==> src/rtl/mem_stage.sv <==
`default_nettype none
// ============================================================================
// Module   : mem_stage
// Purpose  : Byte-serial load/store unit sitting between EX_MEM and MEM_WB.
//            Define MEM_STAGE_FW_EN to drive the fw_* forwarding port.
// Revision : 1.0 - initial release
// ============================================================================
module mem_stage (
    input  logic        clk,
    input  logic        rst,
    input  logic        rdy,
    input  logic [31:0] mem_rd_data,
    input  logic [31:0] mem_store_data,
    input  logic        mem_load_enable,
    input  logic        mem_store_enable,
    input  logic [31:0] mem_load_store_addr,
    input  logic [2:0]  mem_funct3,
    input  logic [4:0]  mem_rd_addr,
    input  logic        mem_rd_write_enable,
    output logic [31:0] ram_addr,
    output logic [7:0]  ram_dout,
    output logic        ram_wr,
    input  logic [7:0]  ram_din,
    output logic [31:0] wb_rd_data,
    output logic [4:0]  wb_rd_addr,
    output logic        wb_rd_write_enable,
    output logic        stall_req,
    output logic        fw_write_enable,
    output logic [4:0]  fw_rd_addr,
    output logic [31:0] fw_rd_data
);

    localparam logic [1:0] c_IDLE   = 2'd0;
    localparam logic [1:0] c_ACCESS = 2'd1;
    localparam logic [1:0] c_DONE   = 2'd2;

    logic [1:0]  r_state;
    logic [2:0]  r_k;
    logic [31:0] r_buf;
    logic [31:0] r_addr;
    logic [2:0]  r_funct3;
    logic [31:0] r_sdata;
    logic [4:0]  r_rd;
    logic        r_rd_we;
    logic        r_is_store;

    logic        w_mem_op;
    logic [2:0]  w_n_in;
    logic [2:0]  w_n_lat;
    logic [2:0]  w_issue_k;
    logic [7:0]  w_store_byte;
    logic [31:0] w_load_val;

    function automatic logic [2:0] f_nbytes(input logic [2:0] funct3);
        case (funct3[1:0])
            2'b00:   f_nbytes = 3'd1;
            2'b01:   f_nbytes = 3'd2;
            default: f_nbytes = 3'd4;
        endcase
    endfunction

    assign w_mem_op = mem_load_enable | mem_store_enable;
    assign w_n_in   = f_nbytes(mem_funct3);
    assign w_n_lat  = f_nbytes(r_funct3);

    // A load that is frozen, or already past its last issue, keeps re-reading
    // the previous byte so ram_din still holds that byte when capture happens.
    assign w_issue_k = (r_is_store || (rdy && (r_k < w_n_lat))) ? r_k : (r_k - 3'd1);

    always_comb begin
        case (r_k)
            3'd1:    w_store_byte = r_sdata[15:8];
            3'd2:    w_store_byte = r_sdata[23:16];
            3'd3:    w_store_byte = r_sdata[31:24];
            default: w_store_byte = r_sdata[7:0];
        endcase
    end

    always_comb begin
        case (r_funct3)
            3'b000:  w_load_val = {{24{r_buf[7]}}, r_buf[7:0]};
            3'b001:  w_load_val = {{16{r_buf[15]}}, r_buf[15:0]};
            3'b100:  w_load_val = {24'd0, r_buf[7:0]};
            3'b101:  w_load_val = {16'd0, r_buf[15:0]};
            default: w_load_val = r_buf;
        endcase
    end

    always_comb begin
        ram_addr           = 32'd0;
        ram_dout           = 8'd0;
        ram_wr             = 1'b0;
        stall_req          = 1'b0;
        wb_rd_data         = 32'd0;
        wb_rd_addr         = 5'd0;
        wb_rd_write_enable = 1'b0;
        case (r_state)
            c_IDLE: begin
                wb_rd_data = mem_rd_data;
                wb_rd_addr = mem_rd_addr;
                if (w_mem_op) begin
                    // Byte 0 goes out straight from the EX_MEM fields.
                    stall_req = 1'b1;
                    ram_addr  = mem_load_store_addr;
                    ram_dout  = mem_store_enable ? mem_store_data[7:0] : 8'd0;
                    ram_wr    = mem_store_enable & rdy & ~rst;
                end else begin
                    wb_rd_write_enable = mem_rd_write_enable;
                end
            end
            c_ACCESS: begin
                stall_req = 1'b1;
                ram_addr  = r_addr + {29'd0, w_issue_k};
                if (r_is_store) begin
                    ram_dout = w_store_byte;
                    ram_wr   = rdy & ~rst;
                end
            end
            c_DONE: begin
                wb_rd_data         = w_load_val;
                wb_rd_addr         = r_rd;
                wb_rd_write_enable = r_rd_we & ~r_is_store;
            end
            default: begin
                stall_req = 1'b0;
            end
        endcase
    end

    always_ff @(posedge clk) begin
        if (rst) begin
            r_state    <= c_IDLE;
            r_k        <= 3'd0;
            r_buf      <= 32'd0;
            r_addr     <= 32'd0;
            r_funct3   <= 3'd0;
            r_sdata    <= 32'd0;
            r_rd       <= 5'd0;
            r_rd_we    <= 1'b0;
            r_is_store <= 1'b0;
        end else if (rdy) begin
            case (r_state)
                c_IDLE: begin
                    if (w_mem_op) begin
                        r_addr     <= mem_load_store_addr;
                        r_funct3   <= mem_funct3;
                        r_sdata    <= mem_store_data;
                        r_rd       <= mem_rd_addr;
                        r_rd_we    <= mem_rd_write_enable;
                        r_is_store <= mem_store_enable;
                        r_buf      <= 32'd0;
                        if (mem_store_enable && (w_n_in == 3'd1)) begin
                            r_state <= c_DONE;
                            r_k     <= 3'd0;
                        end else begin
                            r_state <= c_ACCESS;
                            r_k     <= 3'd1;
                        end
                    end
                end
                c_ACCESS: begin
                    if (r_is_store) begin
                        if (r_k == (w_n_lat - 3'd1)) begin
                            r_state <= c_DONE;
                            r_k     <= 3'd0;
                        end else begin
                            r_k <= r_k + 3'd1;
                        end
                    end else begin
                        case (r_k)
                            3'd1:    r_buf[7:0]   <= ram_din;
                            3'd2:    r_buf[15:8]  <= ram_din;
                            3'd3:    r_buf[23:16] <= ram_din;
                            3'd4:    r_buf[31:24] <= ram_din;
                            default: r_buf        <= r_buf;
                        endcase
                        if (r_k == w_n_lat) begin
                            r_state <= c_DONE;
                            r_k     <= 3'd0;
                        end else begin
                            r_k <= r_k + 3'd1;
                        end
                    end
                end
                c_DONE: begin
                    r_state <= c_IDLE;
                    r_k     <= 3'd0;
                end
                default: begin
                    r_state <= c_IDLE;
                    r_k     <= 3'd0;
                end
            endcase
        end
    end

`ifdef MEM_STAGE_FW_EN
    assign fw_write_enable = wb_rd_write_enable & ~stall_req;
    assign fw_rd_addr      = wb_rd_addr;
    assign fw_rd_data      = wb_rd_data;
`else
    assign fw_write_enable = 1'b0;
    assign fw_rd_addr      = 5'd0;
    assign fw_rd_data      = 32'd0;
`endif

endmodule
`default_nettype wire
==> config.mk <==
export PLATFORM = sky130hd
export DESIGN_NAME = mem_stage
export DESIGN_NICKNAME = d
export VERILOG_FILES = /design/src/rtl/mem_stage.sv
export SDC_FILE = /design/constraint.sdc
export NUM_CORES = 1
export LEC_CHECK = 0
export ABC_AREA = 0
export BUFFER_PORTS_ARGS = -buffer_cell sky130_fd_sc_hd__buf_2
export CORE_MARGIN = 4
export CORE_UTILIZATION = 45
export CTS_CLUSTER_DIAMETER = 50
export CTS_CLUSTER_SIZE = 25
export DETAILED_ROUTE_END_ITERATION = 8
export PLACE_DENSITY = 0.8
export SYNTH_ARGS = -nofsm -noshare
export SYNTH_HDL_FRONTEND = slang
export SYNTH_SLANG_ARGS = --single-unit
==> constraint.sdc <==
create_clock -name clk -period 5 [get_ports clk]
set_input_delay 1 -clock clk [delete_from_list [all_inputs] [get_ports clk]]
set_output_delay 1 -clock clk [all_outputs]
set_load 0.01 [all_outputs]
==> flow_summary.toml, run 1 <==
[clock_tree]
cts.clk_slew.worst_paths_ns = 0.07
post_cts_buffers = 0
cts_sinks = 111
cts_tree = "yes"
h-tree-depth = 3
ctsHoldBuffers = 0
cts-root-buf = "clkbuf_16"
cts_buffer_depth = 2
post_cts_resized = 0
clkLatencyLatePin_ns = 0.35
cts_made_buffers = 9

[drt]
drtPass1Iterations = 7
met1_length_um = 8012
drc = 0
vias_per_cell = 5.250
wl_met3_um = 1385
drt-total-wl_um = 18740
drt.antenna.violating_nets = 0
top_layer = "met5"
vias = 6410
drt_iter0_markers = 447
dr_wl_met2_um = 9005
wire_per_inst_um = 15.35

[critical_path]
critPathArrivalTime_ns = 3.70
cp-end-kind = "primary output"
start_kind = "register"
cp_max_fo = 19
cp.required_ns = 4.00
critPathKind = "reg -> out"

[sta]
finalWorstSetupSlack_ns = 0.2972
post-route-min-period_ns = 4.703
tns_ns = 0
max_slew_margin = 0.2044
hold_viol_final = 0
drv_slew = 0
fin_worst_skew_ns = 0.006370
min_period_over_period = 0.9406
worst-slew-pin-transition_ns = 1.189
max_freq_ghz = 0.2126
rsz0062_at_grt = "false"
setup_viol = 0

[yosys]
syn_area_per_cell_um2 = 7.369
synth_top_cell_by_area = "dfxtp_1"
synth_cell_types = 52
syn_area_mm2 = 0.006477
ys_seq_area_frac = 0.3431
synth.area.top_cells = "dfxtp_1, nand2_1, a21oi_1, mux2i_1, nor2_1"
yosysTopAreaCellShare = 0.3431
synth-seq-cells = 111
ys_warn_count = 0
synthCells = 879

[grt]
antenna_found_initial = 1
grt_pass1_wl_um = 29060
grt.total_usage = 0.2185
grt_pass1_vias = 5855
grt_max_degree = 112
gr-total-overflow = 0

[cells_and_area]
fillCellCount = 1363
syn_to_final_growth_pct = 19.45
fin_nets = 1169
layout_common_cells = "nand2_1, buf_2, dfxtp_1, a21oi_1, nor2_1"
final_common_cell = "nand2_1"
drive_gt1_frac = 0.2363
fin_cells = 1221
n_antenna_cell = 0
final_core_util = 0.5531

[outcome]
status = "complete, no violations"

[power]
peakVddDrop_mv = 0.1821
power_density_mw_per_mm2 = 300.9
p_leak_nw = 3.312

[floorplan]
dieArea_mm2 = 0.01638
top_level_ports = 236
num_rows = 43
fp.dieW_um = 128.0
start_util = 0.4631
coreArea_mm2 = 0.01399
dieHeight_um = 128.0

[place]
port_buffers = 197
gp_congestion = 0.8695
place_ws_ns = 0.4219
dp_cells = 1205
dp_hpwl_um = 13350

[run]
maxCapViolCount = 0

[worst_hold_path]
hp-class = "reg -> reg"
==> synthesized netlist by cell type, drive strengths merged <==
library cell  number
xnor2             28
xor2               5
nor3b              1
o41ai              1
o21ai             58
nand2            216
dfxtp            111
fa                 1
a22o               2
a222oi             8
clkbuf            41
and3b              1
nor3              16
a21o               1
o311ai             1
nand3b             3
nand4              5
a211oi             3
inv               12
nor2b              5
and4bb             1
nor4               9
xor3               1
and2              10
nand4b             1
nand2b             4
mux2i             46
a21boi             2
a22oi              1
a31oi              1
or3                1
nor4b              1
buf               54
and4               4
clkinv             1
a21oi            101
a211o              2
conb               1
and3               2
ha                14
nand3              8
nor2              95
==> through the flow <==
| stage | hold slack [ns] | total power [mW] | instance area [um^2] |
|---|---|---|---|
| after global placement | 0.4416 | 1.557 | 7382 |
| after floorplan | 0.4357 | 1.377 | 6616 |
| after detailed placement | 0.4474 | 1.565 | 7382 |
| after global routing | 0.4779 | 2.450 | 7737 |
| after CTS | 0.4575 | 2.342 | 7705 |
| final | 0.4564 | 2.328 | 7737 |
==> registers in the layout, indices dropped and copies added (netlist names) <==
signal,cells
r_addr,32
r_buf,32
r_sdata,32
r_rd,5
r_funct3,3
r_k,3
r_state,2
r_is_store,1
r_rd_we,1
==> path summary, 6_finish.rpt <==
| check | cells past startpoint | slack [ns] | endpoint | startpoint |
|---|---|---|---|---|
| worst max-delay path | 15 | 0.30 | ram_addr[25] | r_funct3[1] |
| worst min-delay path | 2 | 0.46 | r_sdata[15] | r_sdata[15] |
| worst max register to register | 8 | 2.48 | r_k[0] | r_funct3[0] |
| worst min register to register | 2 | 0.46 | r_sdata[15] | r_sdata[15] |
==> cells by family (layout without fill, tap and decap cells) <==
kind of cell / after synthesis / in the layout / share of synthesized area
other: 1 / 38 / 0.0005789
buffers and inverters: 108 / 233 / 0.08866
AO/OA/AOI/OAI: 181 / 181 / 0.1582
multiplexers: 46 / 46 / 0.07108
flip-flops: 111 / 111 / 0.3431
XOR/XNOR: 34 / 34 / 0.04829
AND/OR/NAND/NOR: 383 / 383 / 0.2600
adder cells (fa/ha/maj): 15 / 15 / 0.03013
==> cell type report <==
| cell class | count | area, um^2 | area share |
|---|---|---|---|
| clock buffer | 9 | 225.2 | 0.02911 |
| clock inverter | 7 | 97.59 | 0.01261 |
| inverter | 13 | 51.30 | 0.006630 |
| multi-input combinational | 697 | 3860 | 0.4989 |
| sequential | 111 | 2225 | 0.2875 |
| tap | 180 | 225.2 | 0.02911 |
| timing repair buffer | 204 | 1054 | 0.1362 |
==> power by group <==
| part | leakage [nW] | internal [mW] | switching [mW] | total, mW |
|---|---|---|---|---|
| combinational | 2.25 | 0.220 | 0.336 | 0.556 |
| sequential | 0.906 | 0.935 | 0.0608 | 0.995 |
| clock | 0.152 | 0.440 | 0.337 | 0.777 |
==> worst max-delay path: stages, from the launching register on <==
cell,delay (ns)
dfxtp_1,0.35
inv_4,0.19
nand2_1,0.11
ha_1,0.29
nor2b_1,0.12
o21ai_0,0.10
a31oi_2,0.24
nand2_1,0.11
xnor2_1,0.16
ha_1,0.35
nand3_1,0.15
a211o_4,0.44
nor4_2,0.32
xnor2_1,0.16
o21ai_1,0.07
buf_2,0.17
==> metal layers <==
layer / track usage / up-vias
met5: 0 / -
li1: - / 3181
met1: 0.2870 / 2952
met3: 0.04125 / 22
met2: 0.3598 / 253
met4: 0.07553 / 2
(Power assumes the default switching activity.)
==> run 2, diff against run 1 <==
--- a/config.mk
+++ b/config.mk
@@ -7,8 +7,10 @@
 export LEC_CHECK = 0
 export ABC_AREA = 0
 export BUFFER_PORTS_ARGS = -buffer_cell sky130_fd_sc_hd__buf_2
+export CORE_ASPECT_RATIO = 1.4
 export CORE_MARGIN = 4
 export CORE_UTILIZATION = 45
+export CTS_BUF_LIST = sky130_fd_sc_hd__clkbuf_16
 export CTS_CLUSTER_DIAMETER = 50
 export CTS_CLUSTER_SIZE = 25
 export DETAILED_ROUTE_END_ITERATION = 8
==> flow_summary.toml, run 2 (synthesized netlist as in run 1, its figures left out) <==
[outcome]
status = "complete, no violations"

[sta]
drv_slew = 0
tns_ns = 0
min_period_over_period = 0.9445
max_freq_ghz = 0.2118
max_slew_margin = 0.1541
post-route-min-period_ns = 4.722
worst-slew-pin-transition_ns = 1.264
hold_viol_final = 0
fin_worst_skew_ns = 0.005393
finalWorstSetupSlack_ns = 0.2776
setup_viol = 0

[place]
place_ws_ns = 0.3419
dp_hpwl_um = 13190
port_buffers = 197
gp_congestion = 0.8521

[clock_tree]
cts_tree = "yes"
cts_made_buffers = 9
cts-root-buf = "clkbuf_16"
clkLatencyLatePin_ns = 0.35
cts_buffer_depth = 2
post_cts_buffers = 0
cts.clk_slew.worst_paths_ns = 0.07
h-tree-depth = 3
cts_sinks = 111

[floorplan]
dieHeight_um = 150.0
coreArea_mm2 = 0.01404
fp.dieW_um = 109.4
start_util = 0.4614
top_level_ports = 236
num_rows = 51
dieArea_mm2 = 0.01641

[grt]
grt_pass1_vias = 5862
gr-total-overflow = 0
antenna_found_initial = 1
grt_max_degree = 112
grt.total_usage = 0.2136
grt_pass1_wl_um = 28100

[cells_and_area]
final_core_util = 0.5528
largestRegisters = "r_addr: 32 flops, r_buf: 32 flops, r_sdata: 32 flops"
fin_nets = 1170
multi_input_area_mm2 = 0.003860
syn_to_final_growth_pct = 19.80
fillCellCount = 1356
layout_common_cells = "nand2_1, buf_2, dfxtp_1, a21oi_1, nor2_1"
drive_gt1_frac = 0.2370
final_common_cell = "nand2_1"
seqCellArea_mm2 = 0.002225

[critical_path]
cp_num_buf_inv = 2
crit_cells = 15
critPathSlowestCell = "a211o_4"
worstRegToRegCells = 6
cpPeakStageDelay_ns = 0.45
critPathArrivalTime_ns = 3.72
cp.required_ns = 4.00
cp_top_family = "compound AO/OA/AOI/OAI gates"
cp-end-kind = "primary output"
worstPathCellList = "inv_4, nand2_1, ha_1, nor2b_1, o21ai_0, a31oi_2, nand2_1, xnor2_1, ha_1, nand3_1, a211o_4, nor4_2, xnor2_1, o21ai_1, buf_2"
start_kind = "register"
cp_max_fo = 19
critPathKind = "reg -> out"

[drt]
drt.antenna.violating_nets = 0
vias_per_cell = 5.174
wl_met3_um = 1230
vias = 6354
top_layer = "met5"
met1_length_um = 7132
drc = 0
drt_iter0_markers = 365
wire_per_inst_um = 14.64
drt-total-wl_um = 17980
drtPass1Iterations = 5
dr_wl_met2_um = 9201

[worst_hold_path]
worstHoldPathCells = 2
hp-class = "reg -> reg"

[power]
peakVddDrop_mv = 0.1957
p_leak_nw = 3.326
p_total_mw = 2.336
power_density_mw_per_mm2 = 301.0

[run]
maxCapViolCount = 0
run 2: cell count changes in the layout (fill, tap and decap cells not counted), sizes merged:
cell	delta
clkinvlp	-2
inv	+3
diode	+1
buf	+1
clkinv	-1
run 2: area by class of cell:
class / count / area share
diodes: 1 / 0.0003225
clock buffers: 9 / 0.02902
well taps: 185 / 0.02983
clock inverters: 7 / 0.01338
multi-input cells: 697 / 0.4974
inverters: 13 / 0.006611
repair buffers: 205 / 0.1367
flip-flops and latches: 111 / 0.2867
run 2: final timing paths:
kind | slack (ns) | endpoint | from
max | 0.28 | ram_addr[25] | r_funct3[1]
min | 0.45 | r_rd[4] | r_rd[4]
max reg2reg | 2.37 | r_funct3[2] | r_state[1]
min reg2reg | 0.45 | r_rd[4] | r_rd[4]
run 2: worst register-to-register path: cells and delay by family, from the launching register on:
kind | cells | cell delay (ns)
AO/OA/AOI/OAI | 1 | 0.14
AND/OR/NAND/NOR | 3 | 1.16
flip-flops | 1 | 0.59
buffers and inverters | 2 | 0.66
run 2: repair_timing:
item | 4_1_cts | 5_1_grt
pin swaps | 0 | 1
resized for setup | 1 | 7
setup endpoints to repair | 1 | 24
hold buffers | 0 | 0
run 2: metal layers:
layer,vias to the layer above,track usage
li1,3190,-
met1,2880,0.2559
met2,252,0.3784
met3,30,0.03410
met4,2,0.07923
met5,-,0
run 2: power by group:
part	switching, mW	internal [mW]	leakage (nW)	total [mW]
registers	0.0512	0.935	0.906	0.986
logic	0.343	0.222	2.26	0.565
clock network	0.338	0.447	0.161	0.785
run 2: through the flow:
stage	std cells	hold WS [ns]	cell area, um^2
after floorplan	916	0.4357	6616
after global placement	1211	0.4419	7396
after detailed placement	1211	0.4471	7396
after CTS	1227	0.4574	7730
after global routing	1227	0.4694	7757
final	1228	0.4545	7760
